### src/rtl/lmg_move_packer.sv
// lmg_move_packer: packs valid moves from LMG FIFO words contiguously into the move-list RAM.
//
// Purpose
//   On a start rising edge the packer pulses lmgReset-equivalent output lmg_reset, waits for the
//   LMG to report done, then pops FIFO words one at a time. Every slot of every word is scanned;
//   valid moves are written to BASE_ADDR+1 onwards. When a word with no valid slot is seen, the
//   move count is written to BASE_ADDR, a zero terminator follows the last move, and done rises.
//   Moves beyond MAX_MOVES are dropped and flagged with the sticky overflow output.
//
// Ports
//   clk        in   clock
//   reset      in   synchronous active-low reset; aborts any run immediately
//   start      in   level start; a rising edge while idle begins a run
//   lmg_reset  out  one-cycle pulse to the LMG when a run begins
//   lmg_done   in   LMG finished, FIFO holds results
//   lmg_rden   out  one-cycle FIFO pop
//   lmg_fifo   in   SLOTS x (invalid flag, MOVE_W-bit move); valid the cycle after lmg_rden
//   ram_wren   out  RAM write enable
//   ram_addr   out  RAM write address (meaningful only with ram_wren)
//   ram_data   out  RAM write data (meaningful only with ram_wren)
//   busy       out  run in progress (WAIT through TERM)
//   done       out  move list complete
//   move_count out  moves written in this run
//   overflow   out  valid moves were dropped because capacity was reached
module lmg_move_packer #(
    parameter int SLOTS      = 8,
    parameter int MOVE_W     = 18,
    parameter int DATA_WIDTH = 32,
    parameter int ADDR_WIDTH = 15,
    parameter int BASE_ADDR  = 16,
    parameter int MAX_MOVES  = 255,
    localparam int CW = $clog2(MAX_MOVES + 1),
    localparam int WW = SLOTS * (MOVE_W + 1)
) (
    input  logic                  clk,
    input  logic                  reset,
    input  logic                  start,
    output logic                  lmg_reset,
    input  logic                  lmg_done,
    output logic                  lmg_rden,
    input  logic [WW-1:0]         lmg_fifo,
    output logic                  ram_wren,
    output logic [ADDR_WIDTH-1:0] ram_addr,
    output logic [DATA_WIDTH-1:0] ram_data,
    output logic                  busy,
    output logic                  done,
    output logic [CW-1:0]         move_count,
    output logic                  overflow
);
    localparam int SW = (SLOTS > 1) ? $clog2(SLOTS) : 1;

    typedef enum logic [2:0] {IDLE, WAIT, POP, LATCH, SCAN, HDR, TERM, DONE} stateType;

    stateType        state, nextState;
    logic            startQ;
    logic            lmgResetQ;
    logic [WW-1:0]   wordQ;
    logic [SW-1:0]   slotIdx;
    logic [CW-1:0]   count;
    logic            ovf;
    logic            anyValid;
    logic            startEdge;
    logic [MOVE_W:0] curSlot;
    logic            slotValid;
    logic            full;
    logic            lastSlot;
    logic [ADDR_WIDTH-1:0] moveAddr;

    assign startEdge = start & ~startQ;
    assign curSlot   = wordQ[int'(slotIdx) * (MOVE_W + 1) +: MOVE_W + 1];
    assign slotValid = ~curSlot[MOVE_W];
    assign full      = count == CW'(MAX_MOVES);
    assign lastSlot  = slotIdx == SW'(SLOTS - 1);
    // Next free move slot; also where the terminator lands once scanning is over.
    assign moveAddr  = ADDR_WIDTH'(BASE_ADDR + 1) + ADDR_WIDTH'(count);

    always_ff @(posedge clk) begin
        // Edge history tracks start even in reset, so a start held through reset cannot
        // masquerade as a fresh rising edge afterwards.
        startQ <= start;
        if (!reset) begin
            state     <= IDLE;
            lmgResetQ <= 1'b0;
            wordQ     <= '0;
            slotIdx   <= '0;
            count     <= '0;
            ovf       <= 1'b0;
            anyValid  <= 1'b0;
        end else begin
            state     <= nextState;
            lmgResetQ <= (state == IDLE) && startEdge;
            if (state == IDLE && startEdge) begin
                count <= '0;
                ovf   <= 1'b0;
            end
            if (state == LATCH) begin
                wordQ    <= lmg_fifo;
                slotIdx  <= '0;
                anyValid <= 1'b0;
            end
            if (state == SCAN) begin
                slotIdx  <= lastSlot ? '0 : slotIdx + SW'(1);
                anyValid <= anyValid | slotValid;
                if (slotValid && !full)
                    count <= count + CW'(1);
                if (slotValid && full)
                    ovf <= 1'b1;
            end
        end
    end

    always_comb begin
        nextState = state;
        lmg_rden  = 1'b0;
        ram_wren  = 1'b0;
        ram_addr  = '0;
        ram_data  = '0;
        case (state)
            IDLE:  nextState = startEdge ? WAIT : IDLE;
            WAIT:  nextState = lmg_done ? POP : WAIT;
            POP: begin
                lmg_rden  = 1'b1;
                nextState = LATCH;
            end
            LATCH: nextState = SCAN;
            SCAN: begin
                ram_wren = slotValid & ~full;
                ram_addr = moveAddr;
                ram_data = DATA_WIDTH'(curSlot[MOVE_W-1:0]);
                // An all-invalid word marks the end of the LMG output.
                if (lastSlot)
                    nextState = (anyValid | slotValid) ? POP : HDR;
            end
            HDR: begin
                ram_wren  = 1'b1;
                ram_addr  = ADDR_WIDTH'(BASE_ADDR);
                ram_data  = DATA_WIDTH'(count);
                nextState = TERM;
            end
            TERM: begin
                ram_wren  = 1'b1;
                ram_addr  = moveAddr;
                nextState = DONE;
            end
            DONE:  nextState = start ? DONE : IDLE;
        endcase
    end

    assign lmg_reset  = lmgResetQ;
    assign busy       = (state != IDLE) && (state != DONE);
    assign done       = state == DONE;
    assign move_count = count;
    assign overflow   = ovf;
endmodule
### config.mk
export PLATFORM = sky130hd
export DESIGN_NAME = lmg_move_packer
export DESIGN_NICKNAME = d
export VERILOG_FILES = /design/src/rtl/lmg_move_packer.sv
export SDC_FILE = /design/constraint.sdc
export NUM_CORES = 1
export LEC_CHECK = 0
export ABC_AREA = 1
export CAP_MARGIN = 25
export CORE_MARGIN = 5
export CORE_UTILIZATION = 48
export CTS_CLUSTER_DIAMETER = 80
export DETAILED_ROUTE_END_ITERATION = 7
export PLACE_DENSITY = 0.79
export SYNTH_ARGS = -nofsm -noshare
export SYNTH_HDL_FRONTEND = slang
export SYNTH_SLANG_ARGS = --single-unit
### constraint.sdc
create_clock -name clk -period 2.3 [get_ports clk]
set_input_delay 0.575 -clock clk [delete_from_list [all_inputs] [get_ports clk]]
set_output_delay 0.575 -clock clk [all_outputs]
set_load 0.01 [all_outputs]
==> flow_metrics.tcl <==
set metrics [dict create \
    status "finished with violations" \
    violations_in_the_final_reports "negative setup slack" \
    synth.top_cell.area_share_pct 44.0 \
    critical_path_peak_fanout 24 \
    max_clock_freq_ghz 0.411 \
    avgViaCountPerCell 5.38 \
    worst_hold_slack_ns 0.462 \
    reg2reg_to "wordQ[0]" \
    antenna_found_initial 1 \
    place_worst_setup_slack_ns -0.140 \
    firstDrtPassIters 7 \
    setup-violations-final 17 \
    grt_max_degree 145 \
    core.rowCount 46 \
    fraction_of_the_yosys_area_taken_by_sequential_cells_pct 44.0 \
    detailroute.via_count 8225 \
    critical-path-slowest-cell "sky130_fd_sc_hd__dfxtp_4" \
    clock-root-buffer "sky130_fd_sc_hd__clkbuf_16" \
    final_critical_path_setup_slack_ns -0.132 \
    cp_data_arrival_time_ns 1.86 \
    min_path_type "flop to flop" \
    ys_async_sr_fraction_pct 0 \
    final_instance_area_um2 10800 \
    post_synth_inst_count 1122 \
    min_from "wordQ[37]" \
    grt_remaining_overflow 0 \
    n_fill_cell 1351 \
    flow.area_growth_from_synthesis_pct 39.4 \
    setup-tns-final_ns -1.06 \
    cp_top_family "compound AO/OA/AOI/OAI gates" \
    tritoncts.num_buffers 17 \
    clock_sinks 170 \
    fp.coreArea_um2 15800 \
    ff2ff_path_depth 6 \
    htreeDepth 4 \
    leakage_nw 4.68 \
    peak_vdd_ir_v 0.000484 \
    synthFlopType "sky130_fd_sc_hd__dfxtp_1" \
    setup_repair_after_global_routing_missed_its_margin "true" \
    first_global_vias 7458 \
    critical_path_required_ns 1.73 \
    io-pin-count 217 \
    clk_transition_reported_paths_ns 0.06 \
    crit_chain "inv_6, buf_12, o21ai_1, o22ai_1, o21ai_1, nor2_1, buf_2" \
    synthDominantAreaCellType "sky130_fd_sc_hd__dfxtp_1" \
    max-slew-margin-rel_pct 35.7 \
    fin_crit_sh_pct 106 \
    place.gp.congestion 0.919 \
    synth.top_cells.by_area "sky130_fd_sc_hd__dfxtp_1 (44%), sky130_fd_sc_hd__nor2_1 (20%), sky130_fd_sc_hd__o21ai_0 (14%)" \
    drt_drc_violations_left 0 \
    synth_area_per_cell_um2 6.90 \
    most_common_cell_in_the_netlist "sky130_fd_sc_hd__nor2_1" \
    final_antenna_net_count 0 \
    slew_violations 0 \
    worstMarginPinSlew_ns 0.964 \
    power_per_cell_area_nw_per_um2 594 \
    layout.nets 1457 \
    synth.top_cells.by_count "sky130_fd_sc_hd__nor2_1 (404), sky130_fd_sc_hd__o21ai_0 (215), sky130_fd_sc_hd__dfxtp_1 (170)" \
    detailedRoute.firstIterationViolations 812 \
    crit_type "flop to output port" \
    critPathCaptureType "output port" \
    timing.final.crit_period_ns 2.43 \
    layout-drive-gt1-share_pct 13.0 \
    synth_area_um2 7740 \
    crit-reg2reg-launch "state[2]" \
    min_delay_worst_endpoint "wordQ[37]" \
    synth-seq-cells 170 \
    cts_tree "built" \
    grt_pass1_wl_mm 39.2 \
    finalWirelength_mm 26.3 \
    total_cell_area_at_the_placement_stage_um2 9940 \
    worst_clock_skew_ns 0.00661 \
    die_h_um 137 \
    global_router_s_overall_resource_usage_pct 27.0 \
    synth_enable_flop_cells 0 \
    critical_path.max_stage_delay_ns 0.42 \
    path_buf_inv 3 \
    timing.critical_path.mode_cell "sky130_fd_sc_hd__o21ai_1" \
    port_buffers 196 \
    min_path_cells 2 \
    max_capacitance_violation_total 0 \
    cp-start-kind "flop" \
    initial_core_util_pct 48.9 \
    routedWlPerCell_um 17.2 \
    fp.dieW_um 137 \
    postCtsHoldBufs 0 \
    hpwl_dp_mm 18.2 \
    total_number_of_yosys_warnings 0 \
    rrSetupSlack_ns 0.47 \
    yosysUniqueCellTypes 35 \
    design.die.area_um2 18800 \
    clock_latency_ns 0.43 \
    clock_tree.buffer_depth 2 \
    report.final.hold_viol_count 0 \
]
## layout make-up
cell class                      count  area, um^2  area share (%)
Tap cell                          216         270            2.50
Timing Repair Buffer              241        2390            22.1
Antenna cell                        1        2.50          0.0232
Inverter                           38         150            1.39
Clock buffer                       19         443            4.10
Clock inverter                     13         156            1.45
Multi-Input combinational cell    830        3960            36.7
Sequential cell                   170        3420            31.7
## repair_timing
action                                  4_1_cts  5_1_grt
pin swaps                                    18       18
cloned                                        2        0
gates resized for setup                     153       65
setup buffers                                 3        3
endpoints found under the hold margin         0        0
endpoints found under the setup margin       30       25
## metrics by stage
step	cells	utilization, %	power (W)
floorplan	1141	-	0.00323
global placement	1487	62.8	0.00354
detailed placement	1487	62.8	0.00354
CTS	1524	67.4	0.00643
global route	1528	68.2	0.00663
finish	1528	68.2	0.00642
## power by group
| group | internal [W] | switching [W] |
|---|---|---|
| clock | 0.00166 | 0.00126 |
| sequential | 0.00297 | 0.0000248 |
| combinational | 0.000298 | 0.000197 |
| total | 0.00493 | 0.00148 |
## layout by cell type (no fill, tap or decap), drive strengths merged, types with 6 or more instances in the layout
| cell type | instances |
|---|---|
| clkdlybuf4s50 | 164 |
| conb | 20 |
| o21ai | 249 |
| buf | 68 |
| nand2 | 56 |
| a21oi | 20 |
| nor2 | 406 |
| dfxtp | 170 |
| clkbuf | 21 |
| nand3 | 24 |
| o22ai | 23 |
| o221ai | 13 |
| dlygate4sd2 | 6 |
| inv | 43 |
## registers in the layout, summed over array words and instances, names as in the netlist
register	cells
anyValid	1
slotIdx	3
startQ	1
move_count	8
wordQ	152
lmg_reset	1
overflow	1
state	3
## kinds of logic (layout without fill, tap and decap cells)
logic type,Yosys count,count (layout),synth area share [%]
other,1,21,0.0484
adders and majority gates,3,3,0.485
DFF,170,170,44.0
xor gates and xnor gates,2,2,0.226
and+or+nand+nor,494,494,25.3
AOI/OAI and AO/OA,311,311,21.3
buffers and inverters,141,311,8.63
## layer usage
layer / wire [um] / GRT usage (%) / vias up
met5: 0 / 0 / -
met4: 1020 / 11.6 / 0
met3: 2210 / 5.11 / 60
met2: 12200 / 42.1 / 383
met1: 10900 / 36.5 / 3779
li1: - / - / 4003
## tightest hold or removal path, delay by kind of cell, from the launching register on
kind | cells | cell delay (ns)
flip-flops | 1 | 0.30
AO/OA/AOI/OAI | 1 | 0.06
buffers and inverters | 1 | 0.06
## worst max path at each step
stage,from,to,slack [ns],cells past startpoint
floorplan,move_count[1],ram_wren,0.37,7
global placement,slotIdx[0],ram_data[5],-0.14,6
detailed placement,slotIdx[0],ram_data[5],-0.14,6
CTS,slotIdx[0],ram_data[5],-0.20,6
global route,slotIdx[0],ram_data[9],-0.19,6
finish,slotIdx[0],ram_data[9],-0.13,7
Power figures use the tool's default switching activity.
